### src/rtl/regfile_2r1w.sv
// Parametrised 2-read/1-write register file with byte-enable writes and per-entry valid bits.
// Define RF_BYPASS_EN for write-first same-address reads; the default build is read-first.

module regfile_2r1w_rport #(
  parameter int WIDTH = 8
) (
  input  logic             clk,
  input  logic             clr,
  input  logic             re,
  input  logic [WIDTH-1:0] d,
  input  logic             hit,
  output logic [WIDTH-1:0] rdata,
  output logic             rvalid,
  output logic             rhit
);
  localparam int STAGES = 1;

  logic [STAGES-1:0] vld_pipe;

  // Data and hit hold when no request is issued; only the valid strobe drops.
  always_ff @(posedge clk) begin
    if (clr) begin
      vld_pipe <= '0;
      rdata    <= '0;
      rhit     <= 1'b0;
    end else begin
      vld_pipe <= re;
      if (re) begin
        rdata <= d;
        rhit  <= hit;
      end
    end
  end

  assign rvalid = vld_pipe[STAGES-1];
endmodule

module regfile_2r1w #(
  parameter  int WIDTH = 8,
  parameter  int DEPTH = 16,
  localparam int NB    = WIDTH / 8,
  localparam int AW    = $clog2(DEPTH)
) (
  input  logic             clk,
  input  logic             clr,
  input  logic             we,
  input  logic [AW-1:0]    waddr,
  input  logic [WIDTH-1:0] wdata,
  input  logic [NB-1:0]    wbe,
  input  logic             re0,
  input  logic [AW-1:0]    raddr0,
  output logic [WIDTH-1:0] rdata0,
  output logic             rvalid0,
  output logic             rhit0,
  input  logic             re1,
  input  logic [AW-1:0]    raddr1,
  output logic [WIDTH-1:0] rdata1,
  output logic             rvalid1,
  output logic             rhit1,
  output logic [DEPTH-1:0] valid_mask
);
  localparam int          NUM_PORTS = 2;
  localparam logic [AW:0] DEPTH_W   = DEPTH[AW:0];

  typedef struct packed {
    logic          re;
    logic [AW-1:0] addr;
  } rd_req_t;

  logic [DEPTH-1:0][WIDTH-1:0] mem;

  logic             waddr_ok, wr_act;
  logic [WIDTH-1:0] wr_old, wr_merged;

  rd_req_t [NUM_PORTS-1:0]            rreq;
  logic    [NUM_PORTS-1:0]            rd_re, rd_hit, rd_ok;
  logic    [NUM_PORTS-1:0][WIDTH-1:0] rd_d;
  logic    [NUM_PORTS-1:0][WIDTH-1:0] rd_data;
  logic    [NUM_PORTS-1:0]            rd_vld, rd_rhit;

  assign waddr_ok = ({1'b0, waddr} < DEPTH_W);
  // A write with no byte enables must not touch the valid bit, so it is not a write at all.
  assign wr_act   = we && waddr_ok && (|wbe);

  always_comb begin
    wr_old = '0;
    if (waddr_ok) wr_old = mem[waddr];
    wr_merged = wr_old;
    for (int b = 0; b < NB; b++)
      if (wbe[b]) wr_merged[8*b +: 8] = wdata[8*b +: 8];
  end

  always_ff @(posedge clk) begin
    if (clr) begin
      mem        <= '0;
      valid_mask <= '0;
    end else if (wr_act) begin
      mem[waddr]        <= wr_merged;
      valid_mask[waddr] <= 1'b1;
    end
  end

  assign rreq[0] = '{re: re0, addr: raddr0};
  assign rreq[1] = '{re: re1, addr: raddr1};

  // Out-of-range addresses read as zero with no hit; bypass never applies to them.
  always_comb begin
    rd_re  = '0;
    rd_ok  = '0;
    rd_d   = '0;
    rd_hit = '0;
    for (int p = 0; p < NUM_PORTS; p++) begin
      rd_re[p] = rreq[p].re;
      rd_ok[p] = ({1'b0, rreq[p].addr} < DEPTH_W);
      if (rd_ok[p]) begin
        rd_d[p]   = mem[rreq[p].addr];
        rd_hit[p] = valid_mask[rreq[p].addr];
      end
`ifdef RF_BYPASS_EN
      if (rd_ok[p] && wr_act && (rreq[p].addr == waddr)) begin
        rd_d[p]   = wr_merged;
        rd_hit[p] = 1'b1;
      end
`endif
    end
  end

  regfile_2r1w_rport #(.WIDTH(WIDTH)) u_rport [NUM_PORTS-1:0] (
    .clk    (clk),
    .clr    (clr),
    .re     (rd_re),
    .d      (rd_d),
    .hit    (rd_hit),
    .rdata  (rd_data),
    .rvalid (rd_vld),
    .rhit   (rd_rhit)
  );

  assign rdata0  = rd_data[0];
  assign rvalid0 = rd_vld[0];
  assign rhit0   = rd_rhit[0];
  assign rdata1  = rd_data[1];
  assign rvalid1 = rd_vld[1];
  assign rhit1   = rd_rhit[1];
endmodule

### config.mk
export PLATFORM = sky130hd
export DESIGN_NAME = regfile_2r1w
export DESIGN_NICKNAME = d
export VERILOG_FILES = /design/src/rtl/regfile_2r1w.sv
export SDC_FILE = /design/constraint.sdc
export NUM_CORES = 1
export LEC_CHECK = 0
export ABC_AREA = 1
export BUFFER_PORTS_ARGS = -buffer_cell sky130_fd_sc_hd__buf_2
export CAP_MARGIN = 20
export CORE_MARGIN = 1.5
export CORE_UTILIZATION = 38
export CTS_CLUSTER_SIZE = 16
export DETAILED_ROUTE_END_ITERATION = 7
export GPL_ROUTABILITY_DRIVEN = 0
export PLACE_DENSITY = 0.6
export REMOVE_ABC_BUFFERS = 1
export SLEW_MARGIN = 20
export SYNTH_ARGS = -nofsm -noshare
export SYNTH_HDL_FRONTEND = slang
export SYNTH_HIERARCHICAL = 1
export SYNTH_SLANG_ARGS = --single-unit
export TNS_END_PERCENT = 50
### constraint.sdc
create_clock -name clk -period 1.9 [get_ports clk]
set_clock_uncertainty 0.15 [all_clocks]
set_input_delay 0.285 -clock clk [delete_from_list [all_inputs] [get_ports clk]]
set_output_delay 0.285 -clock clk [all_outputs]
set_load 0.02 [all_outputs]
# After elaboration in Yosys (flattened, before gate mapping)

Cells that the tools add are included.
W data, S select, Z words.

Output and inout port bits: 36
Bits of input ports: 26
Logic and storage cells: 46
Register bits after elaboration: 164

Order comparisons: 4
Bitwise operators: 1
Reduce and logical (&&, ||, !) cells: 2
Mux-type cells: 16

Operators with widths:

| kind                 | number |
|---|---|
| $bwmux W128          | 1 |
| $bmux W8 S4          | 3 |
| $mux W8              | 5 |
| $demux W8 S4         | 1 |
| $or A16 B16 Y16      | 1 |
| $lt A4 B5 Y1 const B | 3 |
| $bmux W1 S4          | 2 |
| $demux W1 S4         | 1 |
| $ge A4 B1 Y1 const B | 1 |
| $mux W1              | 3 |
| $logic_and A1 B1 Y1  | 2 |

# Depth between registers and ports, before layout

Depth after elaboration: 5
Gate-level depth with buffers: 12
Gate-level depth less buffers: 10

# Cells and area by module

Netlist, hierarchy kept.

By module, submodules not included:

| module             | area an instance (um^2) | instances | cells an instance | sequential area each (um^2) |
|---|---|---|---|---|
| regfile_2r1w       | 8996.1                  | 1         | 1397              | 2882.8 |
| regfile_2r1w_rport | 411.6                   | 2         | 60                | 200.2 |

# Least setup slack after synthesis

OpenSTA, ideal clock, no wires.

Path type: in2reg
From: input raddr1[0]
To: register u_rport[1].rdata[2]
Slack: 225 ps
Arrival: 1461 ps
Library setup time: 64 ps
Data required time: 1686 ps
Cell stages on the path: 12
Buffers on the path: 3
Path through: buf_2 -> inv_1 -> clkbuf_1 -> buf_2 -> nor2_1 -> o22ai_1 -> o221ai_1 -> nand2_1 -> inv_1 -> nand2_1 -> nand2_1 -> nor2_1

RTL lines:

| element                | RTL line | text |
|---|---|---|
| start: declaration     | 56       | `input logic [AW-1:0] raddr1,` |
| end signal: assignment | 24       | `rdata <= '0;` |
| end signal: assignment | 29       | `rdata <= d;` |
| end: declaration       | 12       | `output logic [WIDTH-1:0] rdata,` |

# Worst setup path in the final report

From: register mem[35] (netlist name)
To: register mem[107] (netlist name)

Longest elaborated chain between the ends: 4

RTL lines:

| element                          | RTL line | text |
|---|---|---|
| start: declaration               | 70       | `logic [DEPTH-1:0][WIDTH-1:0] mem;` |
| start signal: indexed assignment | 98       | `mem[waddr] <= wr_merged;` |
| $bmux W8 S4                      | 87       | `if (waddr_ok) wr_old = mem[waddr];` |
| $mux W8 (not written as such)    | 87       |  |
| $mux W8                          | 90       | `if (wbe[b]) wr_merged[8*b +: 8] = wdata[8*b +: 8];` |
| $bwmux W128                      | 98       |  |

Every way passes these cells. The select of a mux whose other input is x is not followed.
A chain may end at the register's enable or synchronous reset.

==> flow_summary.yaml <==
status:
  run_status: "complete, no violations"
worst_setup_path:
  crit_slowest_cell: "o21bai_4"
  r2r_end: "mem[107]"
  crit_family: "compound AO/OA/AOI/OAI gates"
  crit_end: "mem[107]"
  path_cells: "nand2_1 -> nand2_1 -> nand2_1 -> nand2_1 -> nand2_1 -> nand3_1 -> o21bai_4 -> a21oi_1"
  path_class: "reg2reg"
  crit_top_cell: "nand2_1"
  reg2reg_from: "mem[35]"
  cp-start-kind: "register"
  slowest_delay_ns: 0.48
  crit_required_ns: 2.05
  worst-path-buf-inv: 0
  critical_path_arrival_ns: 1.80
  reg2reg_depth: 8
  cp_num_cells: 8
  cp_max_fo: 15
  r2r_slack_ns: 0.25
  critical_path.endpoint_type: "register"
  startpoint: "mem[35]"
clock_tree:
  cts.sinks: 164
  numCtsBuffers: 17
  tritoncts: "done"
  post_cts_buffers: 0
  cts_max_path_buffers: 2
  cts_max_level: 4
  ctsHoldBuffers: 0
  clock-root-buffer: "clkbuf_16"
  cts_resized: 0
  clk_latency_ns: 0.44
  clk_pin_slew_worst_paths_ns: 0.06
timing:
  layout_min_cycle_time_ns: 1.65
  finalHoldViolCount: 0
  maxSlewHeadroom_pct: 62.0
  finalSetupViolCount: 0
  rsz0062_at_grt: "false"
  report.final.slew_viol_count: 0
  tns_ns: 0
  timing.final.crit_share_pct: 86.9
  worst_pin_slew_ns: 0.569
  fmax_mhz: 606
layout:
  area_growth_pct: 19.6
  final_util_pct: 46.5
  layout.nets: 1619
  antenna_cells: 0
  drive_above_1_share_pct: 16.6
floorplanning:
  dieArea_mm2: 0.0268
  die_w_um: 164
  rows: 58
  die_h_um: 164
  initial_core_util_pct: 38.9
  core_area_mm2: 0.0253
  ios: 62
placement:
  dp_hpwl_mm: 26.0
  port_buffers: 61
detailed_routing:
  ant_nets: 0
  wl_per_cell_um: 19.3
  dr.first_iter.drc_count: 1373
  drc: 0
  vias: 10900
  vias_per_cell: 5.65
  firstDrtPassIters: 6
  drt_wl_total_mm: 37.4
yosys:
  synth_top_area_share_pct: 33.4
  synth_cells: 1517
  synth_cell_type_count: 29
  ys_ff_latch: 164
  synth_enable_flop_cells: 0
  synth-async-reset-ratio_pct: 0
  yosysWarnings: 6
  syn-cell-area_mm2: 0.00982
  yosysTopAreaCell: "dfxtp_1"
  synth_ff_type: "dfxtp_1"
  synth_area_leaders: "dfxtp_1 (33%), o21ai_0 (16%), nand2_1 (13%), a21oi_1 (10%), nor2_1 (5.4%)"
  yosysSeqAreaShare_pct: 33.4
  yosysMostFrequentCell: "nand2_1"
  synth_common_cells: "nand2_1 (332), o21ai_0 (305), a21oi_1 (196)"
  avgSynthCellArea_um2: 6.47
pwr:
  pwr_density_cell_mw_per_mm2: 701
  p_leak_nw: 4.98
  ir_worst_vdd_mv: 0.594
worst_hold_path:
  hold_class: "in2reg"
global_routing:
  grt_overflow_total: 0
  grt_pass1_wl_mm: 56.6
  grt_pass1_vias: 9727
  grt_usage_pct: 27.9
  antenna_found_initial: 0
  grt_start_max_net_pins: 70
flow_run:
  drv_cap: 0
[routing by layer]
metal / global-route usage (%) / vias to the layer above / routed length [µm] / share of wire (%)
met2: 43.7 / 570 / 16400 / 44
met4: 12.3 / 0 / 1780 / 4.8
met5: 0 / - / 0 / 0
li1: - / 5249 / - / -
met1: 37.1 / 5002 / 15900 / 42
met3: 5.61 / 104 / 3320 / 8.9
[power breakdown]
| group | internal [W] | switching (W) | leakage [nW] |
|---|---|---|---|
| clock network | 0.00181 | 0.00147 | 0.261 |
| logic | 0.000479 | 0.000908 | 3.39 |
| registers | 0.00351 | 0.0000485 | 1.33 |
| total | 0.00580 | 0.00243 | 4.98 |
[placed cells by master (no fill, tap or decap), drive strengths merged]
| cell | Yosys | routed |
|---|---|---|
| nand2 | 337 | 337 |
| o21ai | 305 | 305 |
| a21oi | 206 | 206 |
| buf | 55 | 179 |
| dfxtp | 164 | 164 |
| nor2 | 161 | 161 |
| inv | 107 | 107 |
| o221ai | 36 | 36 |
| nand4 | 23 | 23 |
| nand3 | 22 | 22 |
| clkbuf | 67 | 20 |
| clkinv | 4 | 11 |
| o211ai | 8 | 8 |
| o21bai | 7 | 7 |
| o21a | 7 | 7 |
| o22ai | 7 | 7 |
| clkinvlp | 0 | 3 |
| nor3 | 1 | 1 |
| bufinv | 0 | 1 |
[through the flow]
stage          power [W]  hold slack (ns)  instance area [µm²]  setup WS [ns]  cells
2_1_floorplan    0.00420            0.204                 9140         -0.306   1395
3_3_place_gp     0.00497            0.306                11200         -0.106   1904
3_5_place_dp     0.00498            0.306                11200        -0.0778   1904
4_1_cts          0.00822           0.0411                11700          0.253   1935
5_1_grt          0.00847           0.0535                11700          0.115   1935
6_report         0.00823           0.0537                11700          0.249   1935
[worst min-delay path by stage]
stage	from	cells after the start	slack, ns	endpoint
floorplan	clr	1	0.20	mem[103]
global placement	mem[127]	2	0.31	mem[127]
detailed placement	mem[31]	2	0.31	mem[31]
CTS	clr	2	0.04	u_rport[1]/rvalid
global route	clr	2	0.05	u_rport[1]/rvalid
finish	wdata[1]	5	0.05	mem[1]
[registers in the layout, summed over array words and instances (netlist names)]
name            count
u_rport/rdata      16
u_rport/rhit        2
valid_mask         16
mem               128
u_rport/rvalid      2
[tightest hold or removal path, cell delays in order]
cell and delay [ns]:
buf_2 0.09, inv_1 0.04, nand4_1 0.07, o211ai_1 0.07
inv_1 0.05
[cells by family (layout without fill, tap and decap cells)]
logic type      after synthesis  count (layout)  synth area share [%]
buf+inv                     233             321                  11.2
simple gates                544             544                  22.8
compound gates              576             576                  32.6
flops                       164             164                  33.4
[final cells by class]
| class | count | area, µm² |
|---|---|---|
| Multi-Input combinational cell | 1120 | 5440 |
| Timing Repair Buffer | 179 | 1660 |
| Clock buffer | 20 | 447 |
| Clock inverter | 11 | 87.6 |
| Sequential cell | 164 | 3280 |
| Inverter | 111 | 417 |
| Tap cell | 330 | 413 |
| Fill cell | 2587 | 13500 |
Note: power is estimated with default switching activity, not from simulation.
